<file path="src/rtl/uart_io_ctrl.sv">
// uart_io_ctrl: bridges exec byte read/write requests to a UART serializer/deserializer
// through TX and RX FIFOs, with one pending request per direction and sticky error flags.
module uart_io_ctrl #(
    parameter int unsigned TX_DEPTH = 16,
    parameter int unsigned RX_DEPTH = 16,
    localparam int unsigned TX_AW = $clog2(TX_DEPTH),
    localparam int unsigned RX_AW = $clog2(RX_DEPTH),
    localparam int unsigned TX_LW = TX_AW + 1,
    localparam int unsigned RX_LW = RX_AW + 1
) (
    input  logic             clk,
    input  logic             rst,
    input  logic             uart_wenable,
    input  logic [31:0]      uart_wd,
    output logic             uart_wdone,
    input  logic             uart_renable,
    output logic [31:0]      uart_rd,
    output logic             uart_rdone,
    output logic [7:0]       tx_data,
    output logic             tx_start,
    input  logic             tx_busy,
    input  logic [7:0]       rx_data,
    input  logic             rx_valid,
    output logic [TX_LW-1:0] tx_level,
    output logic [RX_LW-1:0] rx_level,
    output logic             rx_overrun,
    output logic             req_err
);

    typedef enum logic [1:0] {
        TX_IDLE   = 2'd0,
        TX_LOAD   = 2'd1,
        TX_ACTIVE = 2'd2
    } tx_state_e;

    tx_state_e        tx_state_q, tx_state_d;

    logic [7:0]       tx_mem_q [TX_DEPTH];
    logic [TX_AW-1:0] tx_wr_ptr_q, tx_wr_ptr_d;
    logic [TX_AW-1:0] tx_rd_ptr_q, tx_rd_ptr_d;
    logic [TX_LW-1:0] tx_level_q, tx_level_d;
    logic             wpend_q, wpend_d;
    logic [7:0]       wpend_data_q, wpend_data_d;

    logic [7:0]       rx_mem_q [RX_DEPTH];
    logic [RX_AW-1:0] rx_wr_ptr_q, rx_wr_ptr_d;
    logic [RX_AW-1:0] rx_rd_ptr_q, rx_rd_ptr_d;
    logic [RX_LW-1:0] rx_level_q, rx_level_d;
    logic             rpend_q, rpend_d;

    logic             wdone_q, wdone_d;
    logic             rdone_q, rdone_d;
    logic [31:0]      rd_q, rd_d;
    logic             tx_start_q, tx_start_d;
    logic [7:0]       tx_data_q, tx_data_d;
    logic             overrun_q, overrun_d;
    logic             err_q, err_d;

    logic             tx_full, tx_empty, tx_pop, tx_push, wr_new;
    logic [7:0]       tx_push_data, tx_head;
    logic             rx_full, rx_empty, rx_pop, rx_push, rd_new, rd_wait, rx_bypass;
    logic [7:0]       rx_head;
    logic             unused_wd_hi;

    assign unused_wd_hi = ^uart_wd[31:8];

    assign tx_head  = tx_mem_q[tx_rd_ptr_q];
    assign rx_head  = rx_mem_q[rx_rd_ptr_q];
    assign tx_full  = (tx_level_q == TX_LW'(TX_DEPTH));
    assign tx_empty = (tx_level_q == '0);
    assign rx_full  = (rx_level_q == RX_LW'(RX_DEPTH));
    assign rx_empty = (rx_level_q == '0);

    // TX side: drain pop frees a slot in the same cycle for a new or pending push
    assign tx_pop       = (tx_state_q == TX_IDLE) && !tx_empty && !tx_busy;
    assign wr_new       = uart_wenable && !wpend_q;
    assign tx_push      = (wpend_q || wr_new) && (!tx_full || tx_pop);
    assign tx_push_data = wpend_q ? wpend_data_q : uart_wd[7:0];

    // RX side: a waiting read takes the incoming byte directly, bypassing the FIFO
    assign rd_new    = uart_renable && !rpend_q;
    assign rx_pop    = rd_new && !rx_empty;
    assign rd_wait   = rpend_q || (rd_new && rx_empty);
    assign rx_bypass = rd_wait && rx_valid;
    assign rx_push   = rx_valid && !rx_bypass && (!rx_full || rx_pop);

    // Next-state and registered-output logic for both paths and the drain FSM
    always_comb begin
        tx_state_d   = tx_state_q;
        tx_wr_ptr_d  = tx_wr_ptr_q;
        tx_rd_ptr_d  = tx_rd_ptr_q;
        tx_level_d   = tx_level_q;
        wpend_d      = wpend_q;
        wpend_data_d = wpend_data_q;
        rx_wr_ptr_d  = rx_wr_ptr_q;
        rx_rd_ptr_d  = rx_rd_ptr_q;
        rx_level_d   = rx_level_q;
        rpend_d      = rpend_q;
        wdone_d      = 1'b0;
        rdone_d      = 1'b0;
        rd_d         = rd_q;
        tx_start_d   = 1'b0;
        tx_data_d    = tx_data_q;
        overrun_d    = overrun_q;
        err_d        = err_q;

        unique case (tx_state_q)
            TX_IDLE: begin
                if (tx_pop) begin
                    tx_state_d = TX_LOAD;
                    tx_start_d = 1'b1;
                    tx_data_d  = tx_head;
                end
            end
            TX_LOAD: begin
                if (tx_busy) begin
                    tx_state_d = TX_ACTIVE;
                end
            end
            TX_ACTIVE: begin
                if (!tx_busy) begin
                    tx_state_d = TX_IDLE;
                end
            end
            default: tx_state_d = TX_IDLE;
        endcase

        if (tx_pop) begin
            tx_rd_ptr_d = tx_rd_ptr_q + TX_AW'(1);
        end
        if (tx_push) begin
            tx_wr_ptr_d = tx_wr_ptr_q + TX_AW'(1);
            wpend_d     = 1'b0;
            wdone_d     = 1'b1;
        end else if (wr_new) begin
            wpend_d      = 1'b1;
            wpend_data_d = uart_wd[7:0];
        end
        if (tx_push && !tx_pop) begin
            tx_level_d = tx_level_q + TX_LW'(1);
        end else if (tx_pop && !tx_push) begin
            tx_level_d = tx_level_q - TX_LW'(1);
        end

        if (rx_pop) begin
            rx_rd_ptr_d = rx_rd_ptr_q + RX_AW'(1);
            rdone_d     = 1'b1;
            rd_d        = {24'h0, rx_head};
        end else if (rx_bypass) begin
            rdone_d = 1'b1;
            rd_d    = {24'h0, rx_data};
        end
        rpend_d = rd_wait && !rx_bypass;
        if (rx_push) begin
            rx_wr_ptr_d = rx_wr_ptr_q + RX_AW'(1);
        end
        if (rx_push && !rx_pop) begin
            rx_level_d = rx_level_q + RX_LW'(1);
        end else if (rx_pop && !rx_push) begin
            rx_level_d = rx_level_q - RX_LW'(1);
        end
        if (rx_valid && !rx_bypass && !rx_push) begin
            overrun_d = 1'b1;
        end

        if ((uart_wenable && wpend_q) || (uart_renable && rpend_q)) begin
            err_d = 1'b1;
        end
    end

    always_ff @(posedge clk) begin
        if (rst) begin
            tx_state_q   <= TX_IDLE;
            tx_wr_ptr_q  <= '0;
            tx_rd_ptr_q  <= '0;
            tx_level_q   <= '0;
            wpend_q      <= 1'b0;
            wpend_data_q <= '0;
            rx_wr_ptr_q  <= '0;
            rx_rd_ptr_q  <= '0;
            rx_level_q   <= '0;
            rpend_q      <= 1'b0;
            wdone_q      <= 1'b0;
            rdone_q      <= 1'b0;
            rd_q         <= '0;
            tx_start_q   <= 1'b0;
            tx_data_q    <= '0;
            overrun_q    <= 1'b0;
            err_q        <= 1'b0;
        end else begin
            tx_state_q   <= tx_state_d;
            tx_wr_ptr_q  <= tx_wr_ptr_d;
            tx_rd_ptr_q  <= tx_rd_ptr_d;
            tx_level_q   <= tx_level_d;
            wpend_q      <= wpend_d;
            wpend_data_q <= wpend_data_d;
            rx_wr_ptr_q  <= rx_wr_ptr_d;
            rx_rd_ptr_q  <= rx_rd_ptr_d;
            rx_level_q   <= rx_level_d;
            rpend_q      <= rpend_d;
            wdone_q      <= wdone_d;
            rdone_q      <= rdone_d;
            rd_q         <= rd_d;
            tx_start_q   <= tx_start_d;
            tx_data_q    <= tx_data_d;
            overrun_q    <= overrun_d;
            err_q        <= err_d;
        end
    end

    // FIFO storage needs no reset; occupancy is tracked by the pointers and levels
    always_ff @(posedge clk) begin
        if (!rst && tx_push) begin
            tx_mem_q[tx_wr_ptr_q] <= tx_push_data;
        end
        if (!rst && rx_push) begin
            rx_mem_q[rx_wr_ptr_q] <= rx_data;
        end
    end

    assign uart_wdone = wdone_q;
    assign uart_rdone = rdone_q;
    assign uart_rd    = rd_q;
    assign tx_start   = tx_start_q;
    assign tx_data    = tx_data_q;
    assign tx_level   = tx_level_q;
    assign rx_level   = rx_level_q;
    assign rx_overrun = overrun_q;
    assign req_err    = err_q;

endmodule

</file>
<file path="config.mk">
export PLATFORM = sky130hd
export DESIGN_NAME = uart_io_ctrl
export DESIGN_NICKNAME = d
export VERILOG_FILES = /design/src/rtl/uart_io_ctrl.sv
export SDC_FILE = /design/constraint.sdc
export NUM_CORES = 1
export LEC_CHECK = 0
export CAP_MARGIN = 20
export CORE_ASPECT_RATIO = 1.5
export CORE_UTILIZATION = 58
export DETAILED_ROUTE_END_ITERATION = 10
export PLACE_DENSITY = 0.79
export SYNTH_ARGS = -nofsm -noshare
export SYNTH_HDL_FRONTEND = slang
export SYNTH_SLANG_ARGS = --single-unit
</file>
<file path="constraint.sdc">
create_clock -name clk -period 3.6 [get_ports clk]
set_clock_uncertainty 0.2 [all_clocks]
set_input_delay 0.72 -clock clk [delete_from_list [all_inputs] [get_ports clk]]
set_output_delay 0.72 -clock clk [all_outputs]
set_load 0.01 [all_outputs]
</file>
### After elaboration in Yosys (flattened, before gate mapping)

Memory sizes are Yosys's and may differ from the RTL's. A register that Yosys moved wholly into a read port is not among the register bits.
Cells that the tools add are included.

| cells by class | value |
|---|---|
| $add $sub $neg | 8 |
| equality and inequality tests | 7 |
| multiplexer cells | 21 |
| bitwise gates (word level) | 2 |
| reduce and logical (&&, ||, !) cells | 49 |

Operators by type and width:

| cell | number |
|---|---|
| 8-bit 2-to-1 mux | 3 |
| 1-bit logical AND | 20 |
| 5-bit 2-to-1 mux | 4 |
| 4-bit by 1-bit adder with 4-bit output, second input constant | 4 |
| 1-bit logical NOT | 13 |
| 5-bit by 1-bit adder with 5-bit output, second input constant | 2 |
| 5-bit == test, second input constant | 2 |
| 5-bit logical NOT | 2 |
| 5-bit by 1-bit subtractor with 5-bit output, second input constant | 2 |
| 1-bit 2-to-1 mux | 8 |
| 4-bit 2-to-1 mux | 2 |
| 2-bit 2-to-1 mux | 3 |
| 2-bit != test, second input constant | 3 |
| 2-bit case mux with 3 select lines | 1 |
| 2-bit nonzero test | 3 |
| 1-bit logical OR | 5 |
| 2-bit AND reduction | 2 |
| 2-bit OR reduction | 2 |
| 3-bit AND reduction | 1 |
| 2-bit by 1-bit == test with 1-bit output, second input constant | 1 |
| 2-bit == test, second input constant | 1 |
| 2-bit logical NOT | 1 |
| 1-bit NOT | 2 |

| word-level totals | value |
|---|---|
| flip-flop bits (word level) | 51 |
| bits in writable memories | 256 |
| input bits | 46 |
| output and inout port bits | 55 |
| memories | 2 |

Memories:

| name | depth | bits a word | rd ports | clocked after Yosys merged registers in | write ports | line | RTL |
|---|---|---|---|---|---|---|---|
| rx_mem_q | 16 | 8 | 1 | 1 | 1 | 45 | `logic [7:0] rx_mem_q [RX_DEPTH];` |
| tx_mem_q | 16 | 8 | 1 | 1 | 1 | 38 | `logic [7:0] tx_mem_q [TX_DEPTH];` |

### Longest topological paths before layout

Gate-level depths: netlist (run 1).

| depth | value |
|---|---|
| depth after elaboration | 12 |
| gate-level depth with buffers | 11 |
| mapped depth without buffers | 9 |

### Worst setup path after synthesis (run 1)

No wires, ideal clock.

| path | value |
|---|---|
| path type | in2reg |
| start point | in tx_busy |
| end point | reg tx_level_q[4] (netlist: tx_level[4]) |
| setup time | 121 ps |
| data arrival time | 2877 ps |
| data required time | 3279 ps |
| setup slack | 402 ps |
| cell stages on the path | 9 |
| buffers on the path | 0 |
| path through | o31a_1 a21oi_1 ha_1 inv_1 fa_1 a21o_1 a21oi_1 mux2i_1 mux2_2 |

| between the ends | value |
|---|---|
| longest elaborated chain between the ends | 7 |
| elaborated cells on any way between the ends | 10 |
| those cells by class | mux (1); reduce/logical (9) |

Ends and longest elaborated chain:

| what | line | RTL |
|---|---|---|
| from (decl) | 21 | `input logic tx_busy,` |
| 1-bit logical NOT * | n/a |  |
| 1-bit logical AND * | 75 | `assign tx_pop = (tx_state_q == TX_IDLE) && !tx_empty && !tx_busy;` |
| 1-bit logical OR * | 77 | `assign tx_push = (wpend_q \|\| wr_new) && (!tx_full \|\| tx_pop);` |
| 1-bit logical AND * | 77 |  |
| named net tx_push | 59 | `logic tx_full, tx_empty, tx_pop, tx_push, wr_new;` |
| 1-bit logical NOT | 141 | `end else if (tx_pop && !tx_push) begin` |
| 1-bit logical AND | 141 |  |
| 2-bit nonzero test (no line) | n/a |  |
| to (signal assigned) | 194 | `tx_level_q <= tx_level_d;` |
| to (decl) | 41 | `logic [TX_LW-1:0] tx_level_q, tx_level_d;` |

Mark *: on every way through the listed nets, which the timed path passes. The rest lies on a longest branch.
A chain may end at the register's enable or synchronous reset.

### Final worst setup path (run 1)

| path | value |
|---|---|
| start point | reg tx_level_q[0] (netlist: tx_level[0]) |
| end point | reg tx_level_q[4] (netlist: tx_level[4]) |

| between the ends | value |
|---|---|
| longest elaborated chain between the ends | 9 |
| elaborated cells on any way between the ends | 17 |
| those cells by class | add/sub (2); eq/ne (1); mux (2); reduce/logical (12) |

Ends and longest elaborated chain:

| what |
|---|
| branches (longest 9 deep; another with 5-bit by 1-bit subtractor with 5-bit output) |

Several ways; the timed one is not identified. The select of a mux whose other input is x is not followed.

==> results of run 1 <==
## metal layers
layer,wire (um),vias up,GRT usage
met4,1323,0,0.1234
met5,0,-,0
met3,1402,79,0.03776
li1,-,3194,-
met1,9543,3647,0.2588
met2,15630,255,0.4587
## synthesized netlist by cell type, types with 2 or more instances
cell type	count	area (sq um)
buf_2	12	60.06
mux2i_1	40	400.4
a21oi_1	32	160.2
and2_1	8	50.05
inv_1	13	48.80
xnor2_1	8	70.07
fa_1	2	40.04
buf_1	7	26.28
and3_1	2	12.51
ha_1	18	225.2
nor3b_2	2	25.02
or3b_2	2	17.52
o211ai_1	4	30.03
nand3_1	3	15.01
clkbuf_1	21	78.83
nor2_1	68	255.2
o22ai_1	8	50.05
o221ai_2	8	120.1
mux2_2	10	112.6
or4_4	2	22.52
a32oi_1	8	70.07
nor4_1	6	37.54
buf_4	29	217.7
a221o_1	8	80.08
dfxtp_1	63	1261
buf_6	2	22.52
nor3_1	3	15.01
or3_1	2	12.51
o21a_1	9	67.56
nor2b_1	3	18.77
nand2_1	12	45.04
o31ai_1	2	15.01
xor2_1	12	105.1
nand3b_1	11	82.58
a211oi_1	3	22.52
mux4_2	64	1441
edfxtp_1	256	7687
nand2b_1	2	12.51
a21o_1	4	30.03
a211o_1	2	17.52
## layout make-up
| class | count | area, sq um |
|---|---|---|
| Sequential cell | 319 | 8951 |
| Fill cell | 1422 | 7172 |
| Clock inverter | 15 | 219.0 |
| Timing Repair Buffer | 108 | 968.4 |
| Tap cell | 276 | 345.3 |
| Clock buffer | 37 | 775.7 |
| Inverter | 13 | 48.80 |
| Multi-Input combinational cell | 404 | 3902 |
## kinds of logic after synthesis
| family | Yosys count | share of synthesized area |
|---|---|---|
| other | 1 | 0.0002838 |
| buffers and inverters | 84 | 0.03438 |
| xor gates and xnor gates | 20 | 0.01326 |
| AOI/OAI and AO/OA | 95 | 0.05511 |
| DFF | 319 | 0.6773 |
| muxes | 114 | 0.1479 |
| and+or+nand+nor | 131 | 0.05170 |
| adders and majority gates | 20 | 0.02008 |
## where the power goes
group	leakage [nW]	internal [mW]	switching, mW
Combinational	1.76	1.00	1.06
Clock	0.487	1.94	1.28
Sequential	2.83	4.21	0.261
Total	5.07	7.15	2.60
## per-stage QoR
stage / util / power [mW] / std cells
after floorplan: - / 5.828 / 807
after global placement: 0.6339 / 6.457 / 1119
after CTS: 0.6784 / 9.762 / 1171
final: 0.6796 / 9.747 / 1172
after detailed placement: 0.6339 / 6.567 / 1119
after global routing: 0.6796 / 10.09 / 1172
## registers in the layout, summed over array words and instances, names as in the netlist, 2 cells and up, named ones only
name          count
rx_mem_q        128
tx_mem_q        128
tx_data           8
uart_rd           8
wpend_data_q      8
rx_level          5
tx_level          5
rx_rd_ptr_q       4
rx_wr_ptr_q       4
tx_rd_ptr_q       4
tx_wr_ptr_q       4
tx_state_q        2
## how the worst min path moves through the flow
stage	slack, ns	endpoint	cells after the start
CTS	0.30	wpend_data_q[4]$_SDFFE_PP0P_	2
global route	0.32	req_err$_SDFFE_PP0P_	2
finish	0.30	wpend_data_q[0]$_SDFFE_PP0P_	2
global placement	0.26	rx_overrun$_SDFFE_PP0P_	2
floorplan	0.25	wpend_data_q[0]$_SDFFE_PP0P_	2
detailed placement	0.28	req_err$_SDFFE_PP0P_	2
## worst max-delay path, cell delays in order (launching register included)
cell and delay [ns]:
dfxtp_1 0.41, or4_4 0.62, o21ai_4 0.16, ha_1 0.18, inv_1 0.09, fa_1 0.40
a21o_1 0.18, a21oi_1 0.18, mux2i_1 0.22, mux2_2 0.34
==> run_results.csv, run 1 <==
group,metric,value,unit
worst_setup_path,crit_required,3.83,ns
clock_network,cts.path.max_buffers,3,
die,rows,67,
worst_setup_path,r2r_start,"tx_level[0]$_SDFFE_PP0P_",
hold_path,hold_path.class,"reg2reg",
layout,area.growth.synth_to_final,15.12,%
layout,nNetsFinal,940,
global_route,grt_overflow_total,0,
clock_network,clk-insertion-delay-late,0.54,ns
drt,vias,7175,
timing,layout_setup_ws,0.4946,ns
placement,port_buffers,52,
timing,min_period,3.105,ns
synthesis,synth_cells,784,
clock_network,ctsHtreeMaxLevel,1,
timing,setup_viol,0,
global_route,grt_pass1_wl,42500,um
drt,antenna_left,0,
die,fp.coreArea,22380,sq um
placement,gp_congestion,0.8511,
hold_path,min_from,"wpend_data_q[0]$_SDFFE_PP0P_",
drt,wl_per_cell,23.81,um
synthesis,ys_ff_latch,319,
run,drv_cap,0,
clock_network,clockRootBuffer,"clkbuf_16",
clock_network,cts_resized,0,
drt,drt_first_pass_iters,8,
placement,pre_cts_ws,0.007138,ns
global_route,antenna_found_initial,0,
drt,drt-initial-drc-count,581,
synthesis,yosysSeqAreaShare,0.6773,
layout,drive_above_1_share,0.2176,
pwr,p_leak,5.074,nW
timing,whs,0.3011,ns
worst_setup_path,worst-r2r-cell-count,9,
timing,fmax,322.0,MHz
timing,worst_pin_slew,0.7839,ns
worst_setup_path,cp-endpoint,"tx_level[4]$_SDFFE_PP0P_",
worst_setup_path,criticalPathCategory,"reg2reg",
worst_setup_path,critPathLaunch,"tx_level[0]$_SDFFE_PP0P_",
drt,wl,27900,um
drt,drc,3,
die,design.die.area,23400,sq um
layout,diodes,0,
worst_setup_path,r2r_slack,0.49,ns
timing,finalCritPeriodShare,0.8626,
timing,relSlewSlack,0.4758,
placement,hpwl,19250,um
pwr,ir_drop,0.0004432,V
synthesis,synth_cell_types,53,
worst_setup_path,crit_arrival,3.33,ns
drt,vias_per_cell,6.122,
clock_network,cts_buffers,28,
clock_network,cts_setup_buffers,0,
timing,rsz0062_at_grt,"no",
synthesis,avgSynthCellArea,16.85,sq um
pwr,power.density,640.8,nW/um^2
die,ioPinCount,101,
layout,final_cell_mix,"edfxtp_1, nor2_1, mux4_2",
synthesis,synthArstFlopShare,0,
layout,stdcell_area,15210,sq um
timing,slew_viol_final,0,
die,start_util,0.5903,
die,die_w,125.2,um
synthesis,synth-warning-count,0,
global_route,grt_usage,0.2426,
worst_setup_path,reg2reg_to,"tx_level[4]$_SDFFE_PP0P_",
timing,hold_viol,0,
clock_network,postCtsHoldBufs,0,
timing,setup_tns,0,ns
placement,place_area,14190,sq um
worst_setup_path,crit_path_start_kind,"register",
global_route,grt_max_degree,36,
worst_setup_path,critPathMaxFanout,6,
die,die_h,186.9,um
synthesis,syn-cell-area,13210,sq um
worst_setup_path,crit_path_end_kind,"register",
status,run_status,"finished, violations left",
synthesis,synth_edf_count,256,
global_route,grt_pass1_vias,7492,
clock_network,path_clk_slew,0.07,ns
clock_network,cts.sinks,319,
status,violations,"design-rule violations",
synthesis,synthFlopType,"edfxtp_1",
clock_network,cts_tree,"built",
layout,final_common_cell,"edfxtp_1",
No activity file was read; power rests on OpenSTA's default activity.
==> run 2: changes to the inputs <==
Settings changed: CORE_UTILIZATION 58 to 51, PLACE_DENSITY 0.79 to 0.71.
==> run_results.csv, run 2 (synthesis results as in run 1) <==
group,metric,value,unit
worst_setup_path,reg2reg_to,"rx_level[4]$_SDFFE_PP0P_",
layout,top_regs,"rx_mem_q x128, tx_mem_q x128",
timing,whs,0.3024,ns
timing,slew_viol_final,0,
drt,wl,27840,um
worst_setup_path,crit_path_start_kind,"register",
drt,vias,7046,
placement,gp_congestion,0.8498,
clock_network,cts_tree,"built",
layout,final_common_cell,"edfxtp_1",
timing,fmax,322.3,MHz
timing,min_period,3.103,ns
clock_network,cts.path.max_buffers,3,
placement,pre_cts_ws,0.03041,ns
drt,vias_per_cell,5.747,
placement,dp_cells,1173,
status,run_status,"finished, final reports clean",
timing,rsz0062_at_grt,"no",
clock_network,cts_resized,0,
worst_setup_path,critPathLaunch,"rx_level[0]$_SDFFE_PP0P_",
drt,drt-initial-drc-count,508,
drt,drc,0,
placement,port_buffers,52,
timing,hold_viol,0,
global_route,grt_pass1_vias,7419,
timing,worst_pin_slew,0.9198,ns
clock_network,cts.sinks,319,
worst_setup_path,crit_path_end_kind,"register",
worst_setup_path,criticalPathCategory,"reg2reg",
global_route,grt_overflow_total,0,
clock_network,ctsHtreeMaxLevel,1,
die,design.die.area,26570,sq um
global_route,antenna_found_initial,0,
worst_setup_path,r2r_start,"rx_level[0]$_SDFFE_PP0P_",
die,start_util,0.5237,
worst_setup_path,crit_required,3.82,ns
timing,finalCritPeriodShare,0.8619,
clock_network,path_clk_slew,0.07,ns
hold_path,hold_path.class,"reg2reg",
pwr,power.density,617.6,nW/um^2
worst_setup_path,cp-endpoint,"rx_level[4]$_SDFFE_PP0P_",
placement,hpwl,19350,um
timing,setup_viol,0,
drt,wl_per_cell,22.70,um
die,die_w,133.4,um
die,fp.coreArea,25230,sq um
timing,setup_tns,0,ns
die,ioPinCount,101,
worst_setup_path,r2r_slack,0.50,ns
global_route,grt_pass1_wl,42510,um
layout,drive_above_1_share,0.2205,
die,rows,71,
pwr,power,9.380,mW
timing,layout_setup_ws,0.4970,ns
layout,nNetsFinal,942,
clock_network,clockRootBuffer,"clkbuf_16",
global_route,grt_max_degree,36,
timing,relSlewSlack,0.3859,
clock_network,clk-insertion-delay-late,0.54,ns
layout,instances_no_fill,1226,
run,drv_cap,0,
pwr,p_leak,5.036,nW
drt,drt_first_pass_iters,4,
layout,diodes,0,
die,die_h,199.1,um
worst_setup_path,crit_arrival,3.32,ns
worst_setup_path,critPathMaxFanout,6,
clock_network,cts_setup_buffers,0,
clock_network,postCtsHoldBufs,0,
layout,final_cell_mix,"edfxtp_1, nor2_1, mux4_2",
global_route,grt_usage,0.2157,
worst_setup_path,worst-r2r-cell-count,9,
pwr,ir_drop,0.0004320,V
drt,antenna_left,0,
clock_network,cts_buffers,29,
layout,area.growth.synth_to_final,14.95,%
==> run 2: worst max-delay path: stages (launching register included) <==
cell and delay [ns]:
dfxtp_1 0.40, or4_4 0.60, o21ai_2 0.16, ha_1 0.19, inv_1 0.08, fa_1 0.41, a21o_1 0.17, a21oi_1 0.18
mux2i_1 0.24, mux2_2 0.36
==> run 2: worst min-delay path by stage <==
stage	start	to	cells after the start
6_report	req_err$_SDFFE_PP0P_	req_err$_SDFFE_PP0P_	2
5_1_grt	req_err$_SDFFE_PP0P_	req_err$_SDFFE_PP0P_	2
4_1_cts	wpend_data_q[1]$_SDFFE_PP0P_	wpend_data_q[1]$_SDFFE_PP0P_	2
3_5_place_dp	wpend_data_q[1]$_SDFFE_PP0P_	wpend_data_q[1]$_SDFFE_PP0P_	2
3_3_place_gp	rx_overrun$_SDFFE_PP0P_	rx_overrun$_SDFFE_PP0P_	2
2_1_floorplan	wpend_data_q[0]$_SDFFE_PP0P_	wpend_data_q[0]$_SDFFE_PP0P_	2
==> run 2: final cells by class <==
type | instances | area [sq um]
tap | 328 | 410.4
multi-input combinational | 404 | 3902
clock buffer | 34 | 754.5
timing repair buffer | 109 | 968.4
inverter | 13 | 48.80
fill | 1846 | 10040
sequential | 319 | 8951
clock inverter | 19 | 152.6
==> run 2: per-layer routing <==
layer	track usage	share of wire
met1	0.2375	0.35
met2	0.4188	0.57
met3	0.02638	0.043
met4	0.08207	0.033
met5	0	0
==> run 2: power by group <==
group,switching [mW],internal (mW)
Combinational,1.02,0.976
Sequential,0.254,4.21
Clock,1.28,1.64
Total,2.55,6.83
==> run 2: through the flow <==
stage	utilization	area, sq um
final	0.6020	15190
after global routing	0.6020	15190
after CTS	0.6020	15190
after detailed placement	0.5661	14280
after global placement	0.5661	14280
after floorplan	-	13300
